--- src/rtl/eq_out_pkg.sv ---
// Shared definitions for the equaliser output stage: Q2.14 unity, ramp states
// and the 16-bit saturation helpers.
package eq_out_pkg;

    localparam int Q14_ONE = 16384;

    typedef enum logic [1:0] {
        ST_MUTED     = 2'd0,
        ST_UNMUTED   = 2'd1,
        ST_RAMP_DOWN = 2'd2,
        ST_RAMP_UP   = 2'd3
    } ramp_state_e;

    function automatic logic signed [15:0] sat16(input logic signed [31:0] x);
        if (x > 32'sd32767)
            return 16'sh7FFF;
        else if (x < -32'sd32768)
            return 16'sh8000;
        return x[15:0];
    endfunction

    function automatic logic sat16_hit(input logic signed [31:0] x);
        return (x > 32'sd32767) || (x < -32'sd32768);
    endfunction

endpackage

--- src/rtl/sat_mul_q14.sv ---
// Registered Q2.14 multiply: y = sat16((a * b) >>> 14), with a saturation flag
// aligned to the registered result.
module sat_mul_q14
    import eq_out_pkg::*;
(
    input  logic               clk_i,
    input  logic               rst_ni,
    input  logic signed [15:0] a_i,
    input  logic signed [15:0] b_i,
    output logic signed [15:0] y_o,
    output logic               sat_o
);

    logic signed [31:0] prod;
    logic signed [31:0] shifted;
    logic signed [15:0] y_d, y_q;
    logic               sat_d, sat_q;

    // Arithmetic shift floors toward minus infinity.
    assign prod    = 32'(a_i) * 32'(b_i);
    assign shifted = prod >>> 14;
    assign y_d     = sat16(shifted);
    assign sat_d   = sat16_hit(shifted);

    always_ff @(posedge clk_i or negedge rst_ni) begin
        if (!rst_ni) begin
            y_q   <= '0;
            sat_q <= 1'b0;
        end else begin
            y_q   <= y_d;
            sat_q <= sat_d;
        end
    end

    assign y_o   = y_q;
    assign sat_o = sat_q;

endmodule

--- src/rtl/output_stage.sv ---
// Audio output stage: master gain, soft-mute ramp and saturation, producing one
// DAC word per I2S frame, four cycles after the synchronised word-select edge.
module output_stage
    import eq_out_pkg::*;
#(
    parameter int RAMP_STEP   = 256,
    parameter int SYNC_STAGES = 2
) (
    input  logic               lmmi_clk_i,
    input  logic               reset_n_i,
    input  logic               ws_i,
    input  logic signed [15:0] audio_i,
    input  logic signed [15:0] gain_i,
    input  logic               mute_i,
    output logic [31:0]        dac_data_o,
    output logic               sample_valid_o,
    output logic               clip_o,
    output logic               muted_o
);

    localparam logic [15:0] STEP16 = 16'(RAMP_STEP);
    localparam logic [15:0] ONE16  = 16'(Q14_ONE);

    logic [SYNC_STAGES-1:0] ws_sync_q;
    logic [SYNC_STAGES:0]   ws_shift;
    logic                   ws_hist_q;
    logic                   evt;

    ramp_state_e state_q, state_d;
    logic [14:0] ramp_q, ramp_d;
    logic [15:0] up_sum;
    logic        muted_q;

    logic signed [15:0] audio_p0_q, gain_p0_q;
    logic [14:0]        ramp_p0_q, ramp_p1_q;
    logic               vld_p0_q, vld_p1_q, vld_p2_q;
    logic signed [15:0] ramp_s_p1;
    logic signed [15:0] s1_p1, s2_p2;
    logic               sat1_p1, sat2_p2, sat1_p2_q;

    logic [31:0] dac_q;
    logic        valid_q, clip_q;

    assign ws_shift = {ws_sync_q, ws_i};
    assign evt      = ws_shift[SYNC_STAGES] & ~ws_hist_q;

    // Synchroniser and history preset high so ws_i held high through reset
    // release cannot look like a rising edge.
    always_ff @(posedge lmmi_clk_i or negedge reset_n_i) begin
        if (!reset_n_i) begin
            ws_sync_q <= '1;
            ws_hist_q <= 1'b1;
        end else begin
            ws_sync_q <= ws_shift[SYNC_STAGES-1:0];
            ws_hist_q <= ws_shift[SYNC_STAGES];
        end
    end

    always_comb begin
        ramp_d  = ramp_q;
        state_d = state_q;
        up_sum  = {1'b0, ramp_q} + STEP16;
        if (evt) begin
            if (mute_i)
                ramp_d = ({1'b0, ramp_q} > STEP16) ? 15'({1'b0, ramp_q} - STEP16) : '0;
            else
                ramp_d = (up_sum >= ONE16) ? 15'(ONE16) : up_sum[14:0];

            if (ramp_d == '0)
                state_d = ST_MUTED;
            else if ({1'b0, ramp_d} == ONE16)
                state_d = ST_UNMUTED;
            else if (mute_i)
                state_d = ST_RAMP_DOWN;
            else
                state_d = ST_RAMP_UP;
        end
    end

    always_ff @(posedge lmmi_clk_i or negedge reset_n_i) begin
        if (!reset_n_i) begin
            state_q <= ST_MUTED;
            ramp_q  <= '0;
            muted_q <= 1'b1;
        end else begin
            state_q <= state_d;
            ramp_q  <= ramp_d;
            muted_q <= (state_q == ST_MUTED);
        end
    end

    // p0: capture the frame's operands and the ramp in force at the event.
    always_ff @(posedge lmmi_clk_i or negedge reset_n_i) begin
        if (!reset_n_i) begin
            audio_p0_q <= '0;
            gain_p0_q  <= '0;
            ramp_p0_q  <= '0;
            vld_p0_q   <= 1'b0;
        end else begin
            vld_p0_q <= evt;
            if (evt) begin
                audio_p0_q <= audio_i;
                gain_p0_q  <= gain_i;
                ramp_p0_q  <= ramp_q;
            end
        end
    end

    // p1: master gain.
    sat_mul_q14 u_gain (
        .clk_i  (lmmi_clk_i),
        .rst_ni (reset_n_i),
        .a_i    (audio_p0_q),
        .b_i    (gain_p0_q),
        .y_o    (s1_p1),
        .sat_o  (sat1_p1)
    );

    always_ff @(posedge lmmi_clk_i or negedge reset_n_i) begin
        if (!reset_n_i) begin
            ramp_p1_q <= '0;
            vld_p1_q  <= 1'b0;
        end else begin
            ramp_p1_q <= ramp_p0_q;
            vld_p1_q  <= vld_p0_q;
        end
    end

    // p2: mute ramp; ramp is unsigned so it is zero-extended into the signed multiplier.
    assign ramp_s_p1 = {1'b0, ramp_p1_q};

    sat_mul_q14 u_ramp (
        .clk_i  (lmmi_clk_i),
        .rst_ni (reset_n_i),
        .a_i    (s1_p1),
        .b_i    (ramp_s_p1),
        .y_o    (s2_p2),
        .sat_o  (sat2_p2)
    );

    always_ff @(posedge lmmi_clk_i or negedge reset_n_i) begin
        if (!reset_n_i) begin
            sat1_p2_q <= 1'b0;
            vld_p2_q  <= 1'b0;
        end else begin
            sat1_p2_q <= sat1_p1;
            vld_p2_q  <= vld_p1_q;
        end
    end

    // p3: DAC word register, held between frames.
    always_ff @(posedge lmmi_clk_i or negedge reset_n_i) begin
        if (!reset_n_i) begin
            dac_q   <= '0;
            valid_q <= 1'b0;
            clip_q  <= 1'b0;
        end else begin
            valid_q <= vld_p2_q;
            clip_q  <= vld_p2_q & (sat1_p2_q | sat2_p2);
            if (vld_p2_q)
                dac_q <= {8'h00, s2_p2, 8'h00};
        end
    end

    assign dac_data_o     = dac_q;
    assign sample_valid_o = valid_q;
    assign clip_o         = clip_q;
    assign muted_o        = muted_q;

endmodule

--- config.mk ---
export PLATFORM = sky130hd
export DESIGN_NAME = output_stage
export DESIGN_NICKNAME = d
export VERILOG_FILES = /design/src/rtl/eq_out_pkg.sv /design/src/rtl/sat_mul_q14.sv /design/src/rtl/output_stage.sv
export SDC_FILE = /design/constraint.sdc
export NUM_CORES = 2
export LEC_CHECK = 0
export BUFFER_PORTS_ARGS = -buffer_cell sky130_fd_sc_hd__buf_4
export CORE_AREA = 3 3 237 193
export CTS_CLUSTER_SIZE = 30
export DETAILED_ROUTE_END_ITERATION = 10
export DIE_AREA = 0 0 240 196
export PLACE_DENSITY = 0.78
export SETUP_SLACK_MARGIN = 0.2
export SYNTH_ARGS = -nofsm -noshare
export SYNTH_HDL_FRONTEND = slang
export SYNTH_SLANG_ARGS = --single-unit
--- constraint.sdc ---
create_clock -name lmmi_clk_i -period 6 [get_ports lmmi_clk_i]
set_input_delay 1.2 -clock lmmi_clk_i [delete_from_list [all_inputs] [get_ports lmmi_clk_i]]
set_output_delay 1.2 -clock lmmi_clk_i [all_outputs]
set_load 0.05 [all_outputs]
[Word level (Yosys, flattened, before mapping)]
Index checks and enable logic that the tools add are counted.
W data, S select, Z words.
Operators by class
  eq/ne operators: 1
  $lt $le $gt $ge: 6
  bitwise operators: 4
  multiplexer cells: 17
  multiply operators: 2
  reductions and logical operators: 4
  add/subtract/negate cells: 2
Operators with widths (number)
  $mux W16: 6
  $mul A16 B16 Y32: 2
  $mux W15: 4
  $gt A18 B16 Y1 const B: 2
  $lt A18 B16 Y1 const B: 2
  $add A15 B9 Y16 const B: 1
  $ge A16 B15 Y1 const B: 1
  $eq A15 B15 Y1 const B: 1
  $gt A15 B9 Y1 const B: 1
  $logic_not A15 Y1: 1
  $sub A15 B9 Y15 const B: 1
  $mux W1: 5
  $mux W2: 2
  $and A1 B1 Y1: 2
  $logic_not A2 Y1: 1
  $logic_or A1 B1 Y1: 2
  $not A1 Y1: 1
  $or A1 B1 Y1: 1
Word-level totals
  register bits: 139
  word-level logic and storage cells: 56
  output and inout port bits: 35
  input port bits: 36

[Depth between registers and ports, before layout]
  word-level depth: 8
  gate-level depth with buffers: 26
  depth with buffers taken out: 24

[By module]
Synthesis repeated with hierarchy kept, for this count alone.
Unflattened totals
  cells, all modules: 2607
  area total of the unflattened synthesis: 24679.9 um^2
By module, submodules not included
  sat_mul_q14 (u_gain): sequential area each 425.4 um^2, area each 10309.9 um^2, instances 1, cells an instance 1121
  sat_mul_q14 (u_ramp): sequential area each 425.4 um^2, area each 10149.7 um^2, instances 1, cells an instance 1083
  output_stage: sequential area each 2632.5 um^2, area each 4220.3 um^2, instances 1, cells an instance 403

[Worst setup path before layout]
No wires, ideal clock.
  kind: register to register
  start: register audio_p0_q[15]
  end: register u_gain.y_q[4], in the netlist u_gain.y_o[4]
  buffers on the path: 2
  slack: -274 ps
  period minus slack after synthesis: 6274 ps
  stages on the path, launching flop included: 23
  data required time: 5864 ps
  data arrival time: 6138 ps
  library setup time: 136 ps
  path through: dfrtp_1 -> clkbuf_1 -> nand2_1 -> inv_1 -> fa_1 -> fa_1 -> fa_1 -> fa_1 -> fa_1 -> inv_1 -> fa_1 -> inv_1 -> ha_1 -> a21oi_1 -> o21ai_0 -> a2111oi_0 -> a21oi_1 -> a21oi_2 -> o31ai_4 -> or3_1 -> nand4_2 -> buf_4 -> o31ai_1
On the way
  longest elaborated chain between the ends: 5
  elaborated cells between the ends (all ways): 7
  those cells by class: 1 x mul; 2 x order compare; 4 x mux
Ends and longest elaborated chain
  from (decl): line output_stage.sv:34  | logic signed [15:0] audio_p0_q, gain_p0_q;
  from (signal assigned): line output_stage.sv:102  | audio_p0_q <= audio_i;
  $mul A16 B16 Y32 (*): line sat_mul_q14.sv:20  | assign prod = 32'(a_i) * 32'(b_i);
  $lt A18 B16 Y1: line eq_out_pkg.sv:17  | else if (x < -32'sd32768)
  $mux W1: line eq_out_pkg.sv:17
  $mux W1: line eq_out_pkg.sv:15  | if (x > 32'sd32767)
  $mux W16 (*): line eq_out_pkg.sv:19  | return x[15:0];
  via u_gain.y_d[4]: line sat_mul_q14.sv:16  | logic signed [15:0] y_d, y_q;
  to (signal assigned): line sat_mul_q14.sv:30  | y_q <= y_d;
  to (decl): line sat_mul_q14.sv:16
Mark *: on every way through the listed nets, which the timed path passes. The rest lies on a longest branch.
A chain may end at the register's enable or synchronous reset.

[Final worst setup path]
  start: register gain_p0_q[4]
  end: register u_gain.sat_q, in the netlist u_gain.sat_o
On the way
  longest elaborated chain between the ends: 3
  elaborated cells between the ends (all ways): 4
  those cells by class: 1 x mul; 2 x order compare; 1 x reduce/logical
Ends and longest elaborated chain
  from (decl): line output_stage.sv:34
  from (signal assigned): line output_stage.sv:103  | gain_p0_q <= gain_i;
  $mul A16 B16 Y32 (*): line sat_mul_q14.sv:20
  $gt A18 B16 Y1 or $lt A18 B16 Y1 (tied branches): line eq_out_pkg.sv:23  | return (x > 32'sd32767) || (x < -32'sd32768);
  $logic_or A1 B1 Y1 (*): line eq_out_pkg.sv:23
  via u_gain.sat_d: line sat_mul_q14.sv:17  | logic sat_d, sat_q;
  to (signal assigned): line sat_mul_q14.sv:31  | sat_q <= sat_d;
  to (decl): line sat_mul_q14.sv:17
Marked as above.

==> reports/qor.yml <==
min_path_type: "flop to flop"
r2r_cells: 23
antenna_found_initial: 0
num-fill-cells: 3366
io_buffers: 54
cpLargestDelayFamily: "adder cells"
area_delta_synth_final_pct: 15.88
clock_sinks: 139
nets: 3422
netlist_area_um2: 23790
avgViaCountPerCell: 5.247
setup_viol: 33
numCtsBuffers: 17
m1WireLength_um: 24400
clockRootBuffer: "clkbuf_16"
core_um2: 43220
drive_above_1_share_pct: 18.16
globalRouteTotalUtil_pct: 25.47
dr_wl_met2_um: 26890
fin_util_pct: 63.78
place.gp.congestion: 0.9260
cts_hold_buffers: 0
antenna_left: 0
drc: 0
crit_slowest_cell: "fa_1"
synth-edff-count: 0
via_count: 17270
maxUsedRoutingLayer: "met5"
dieArea_um2: 47040
die_x_um: 240
finalCriticalPeriod_ns: 6.279
worstPathArrival_ns: 6.61
async_flop_share_pct: 100.0
hold_violations: 0
multi_input_area_um2: 18230
clk_latency_ns: 0.45
fin_crit_sh_pct: 104.6
die_y_um: 196
drv_cap: 0
cp.required_ns: 6.33
worstReg2RegStart: "gain_p0_q[4]"
grt_max_degree: 83
cts_tree: "done"
hold_depth: 0
htreeDepth: 4
synth_cells: 2494
path_cells: "buf_4 -> buf_4 -> and2_1 -> fa_1 -> inv_1 -> fa_1 -> fa_1 -> inv_1 -> fa_1 -> fa_1 -> inv_1 -> fa_1 -> inv_1 -> ha_4 -> nand3_2 -> o32ai_4 -> a21oi_4 -> o31ai_4 -> xor2_1 -> a21oi_2 -> buf_6 -> clkbuf_16 -> a41o_1"
synth-main-ff-cell: "dfrtp_1"
grt_pass1_vias: 18670
startpoint_type: "flop"
failed_checks: "negative setup slack"
regArea_um2: 3522
critPathMaxFanout: 8
hpwlAfterDp_um: 48150
maxSlewHeadroom_pct: 45.85
wl_um: 57780
critical_path_class: "flop to flop"
rsz0062_at_grt: "true"
status: "complete, but fails checks"
clkTransAtPathRegs_ns: 0.07
cp_num_cells: 23
cpMostUsedCell: "fa_1"
fin_ws_ns: -0.2790
routedWlPerCell_um: 17.56
row_count: 68
cpPeakStageDelay_ns: 0.54
firstDrtPassIters: 5
first_iter_violations: 1306
grt_overflow: 0
worstMarginPinSlew_ns: 0.8122
cp_num_buf_inv: 8
seq_area_frac_synth_pct: 14.64
syn_area_per_cell_um2: 9.539
grt_pass1_wl_um: 94340
drv_slew: 0
max_freq_ghz: 0.1593
min_from: "vld_p0_q"
clock_skew_ns: 0.01268
yosysUniqueCellTypes: 71
ys_seq_elements: 139
cp-end-kind: "flop"
synth_warnings: 0
critical_path.startpoint: "gain_p0_q[4]"
start_util_pct: 55.04
diodes: 0
wl_met3_um: 5513
clockBufferDepth: 2
io_pins: 71
## cells by family (layout without fill, tap and decap cells)
logic type                 Yosys count  in the layout  synth area share, %
AOI/OAI and AO/OA                  180            180                5.254
xor gates and xnor gates            56             56                2.156
adders and majority gates          667            667                51.05
buffers and inverters              686            907                11.16
DFF                                139            139                14.64
muxes                               19             19               0.8889
other                                1             16              0.01576
and+or+nand+nor                    746            747                14.83
## layout by cell type (no fill, tap or decap), types with 12 or more instances in the layout
cell type  count
inv_1        574
fa_1         488
nand2_1      403
buf_4        276
and2_1       228
ha_1         149
dfrtp_1      104
nor2_1        39
xnor2_1       35
dfrtp_2       31
a21oi_1       28
o21ai_0       26
o21ai_2       19
o21a_1        19
fa_2          18
clkbuf_16     18
xor2_1        17
mux2_2        17
nand3_1       16
a21o_1        16
conb_1        16
a21oi_2       13
nor2b_1       12
## synthesized netlist by cell type (4+ instances only)
cell      count  share of area, %
nor2_1       43              0.68
o21ai_1      11              0.23
and2_1      233               6.1
nand2_1     408               6.4
o21a_1       19              0.60
nand4_1       7              0.18
nor4_1        5              0.13
and3_1        4              0.11
nand3_1      19              0.40
dfrtp_1     135                14
o31ai_1       4              0.13
mux2_2       17              0.80
fa_1        506                43
a211oi_1      6              0.19
inv_1       580               9.2
dfstp_2       4              0.44
a21oi_1      41              0.86
nand2b_1      4              0.11
a21o_1       16              0.50
o21ai_0      36              0.76
clkbuf_1     83               1.3
buf_4        17              0.54
ha_1        161               8.5
xor2_1       17              0.63
nor2b_1      12              0.32
xnor2_1      36               1.3
## path summary, 6_finish.rpt
kind | to | slack (ns)
hold reg to reg | vld_p1_q | 0.34
max in group asynchronous | dac_data_o[23] | 3.93
setup reg to reg | u_gain.sat_o | -0.28
setup / recovery | u_gain.sat_o | -0.28
hold / removal | vld_p1_q | 0.34
min in group asynchronous | gain_p0_q[15] | 0.75
## through the flow
stage                     TNS, ns  setup WS, ns  std cells  hold slack [ns]  area (um^2)
after floorplan                 0       0.07056       2509           0.3312        24190
after global placement     -4.505       -0.2489       3226           0.3342        26330
after detailed placement   -8.967       -0.3448       3226           0.3347        26330
after CTS                  -3.517       -0.1779       3273           0.3423        27170
after global routing       -11.20       -0.4381       3291           0.3529        27570
final                      -4.960       -0.2790       3291           0.3401        27570
## worst reg2reg max path: stages (launching register included)
cell and delay [ns]:
dfrtp_2 0.46, buf_4 0.16, buf_4 0.16, and2_1 0.18
fa_1 0.54, inv_1 0.05, fa_1 0.46, fa_1 0.52
inv_1 0.05, fa_1 0.47, fa_1 0.51, inv_1 0.06
fa_1 0.50, inv_1 0.07, ha_4 0.29, nand3_2 0.09
o32ai_4 0.41, a21oi_4 0.12, o31ai_4 0.28, xor2_1 0.22
a21oi_2 0.09, buf_6 0.14, clkbuf_16 0.16, a41o_1 0.20
## area by class of cell
| cell class | count | share of cell area, % |
|---|---|---|
| Timing Repair Buffer | 295 | 8.615 |
| Sequential cell | 139 | 12.78 |
| Clock buffer | 17 | 1.543 |
| Tap cell | 560 | 2.542 |
| Inverter | 581 | 7.920 |
| Clock inverter | 14 | 0.4902 |
| Multi-Input combinational cell | 1685 | 66.11 |
## registers in the layout (all words and copies together) (netlist names)
signal and flops:
dac_data_o 16, ramp_p0_q 15, clip_o 1, ramp_q 15, ramp_p1_q 15, u_ramp.y_o 16
gain_p0_q 16, vld_p2_q 1, sat1_p2_q 1, u_gain.y_o 16, sample_valid_o 1, state_q 2
u_ramp.sat_o 1, ws_hist_q 1, u_gain.sat_o 1, vld_p0_q 1, ws_sync_q 2, vld_p1_q 1
muted_o 1, audio_p0_q 16
## per-layer routing
| metal | up-vias | global-route usage (%) |
|---|---|---|
| met5 | - | 1.149 |
| met4 | 2 | 5.051 |
| met3 | 86 | 7.814 |
| met2 | 664 | 39.53 |
| met1 | 8746 | 35.72 |
| li1 | 7769 | - |
## repair_timing
action                                 in CTS  in global routing
pin swaps                                  22                 37
gates resized for setup                    58                 69
setup buffers                              15                 17
endpoints found under the hold margin       0                  0
setup endpoints to repair                  34                 34
gates cloned                                1                  1
Power is not shown: default switching activity piles up to over one toggle a cycle in this logic, so the estimate is an artifact.
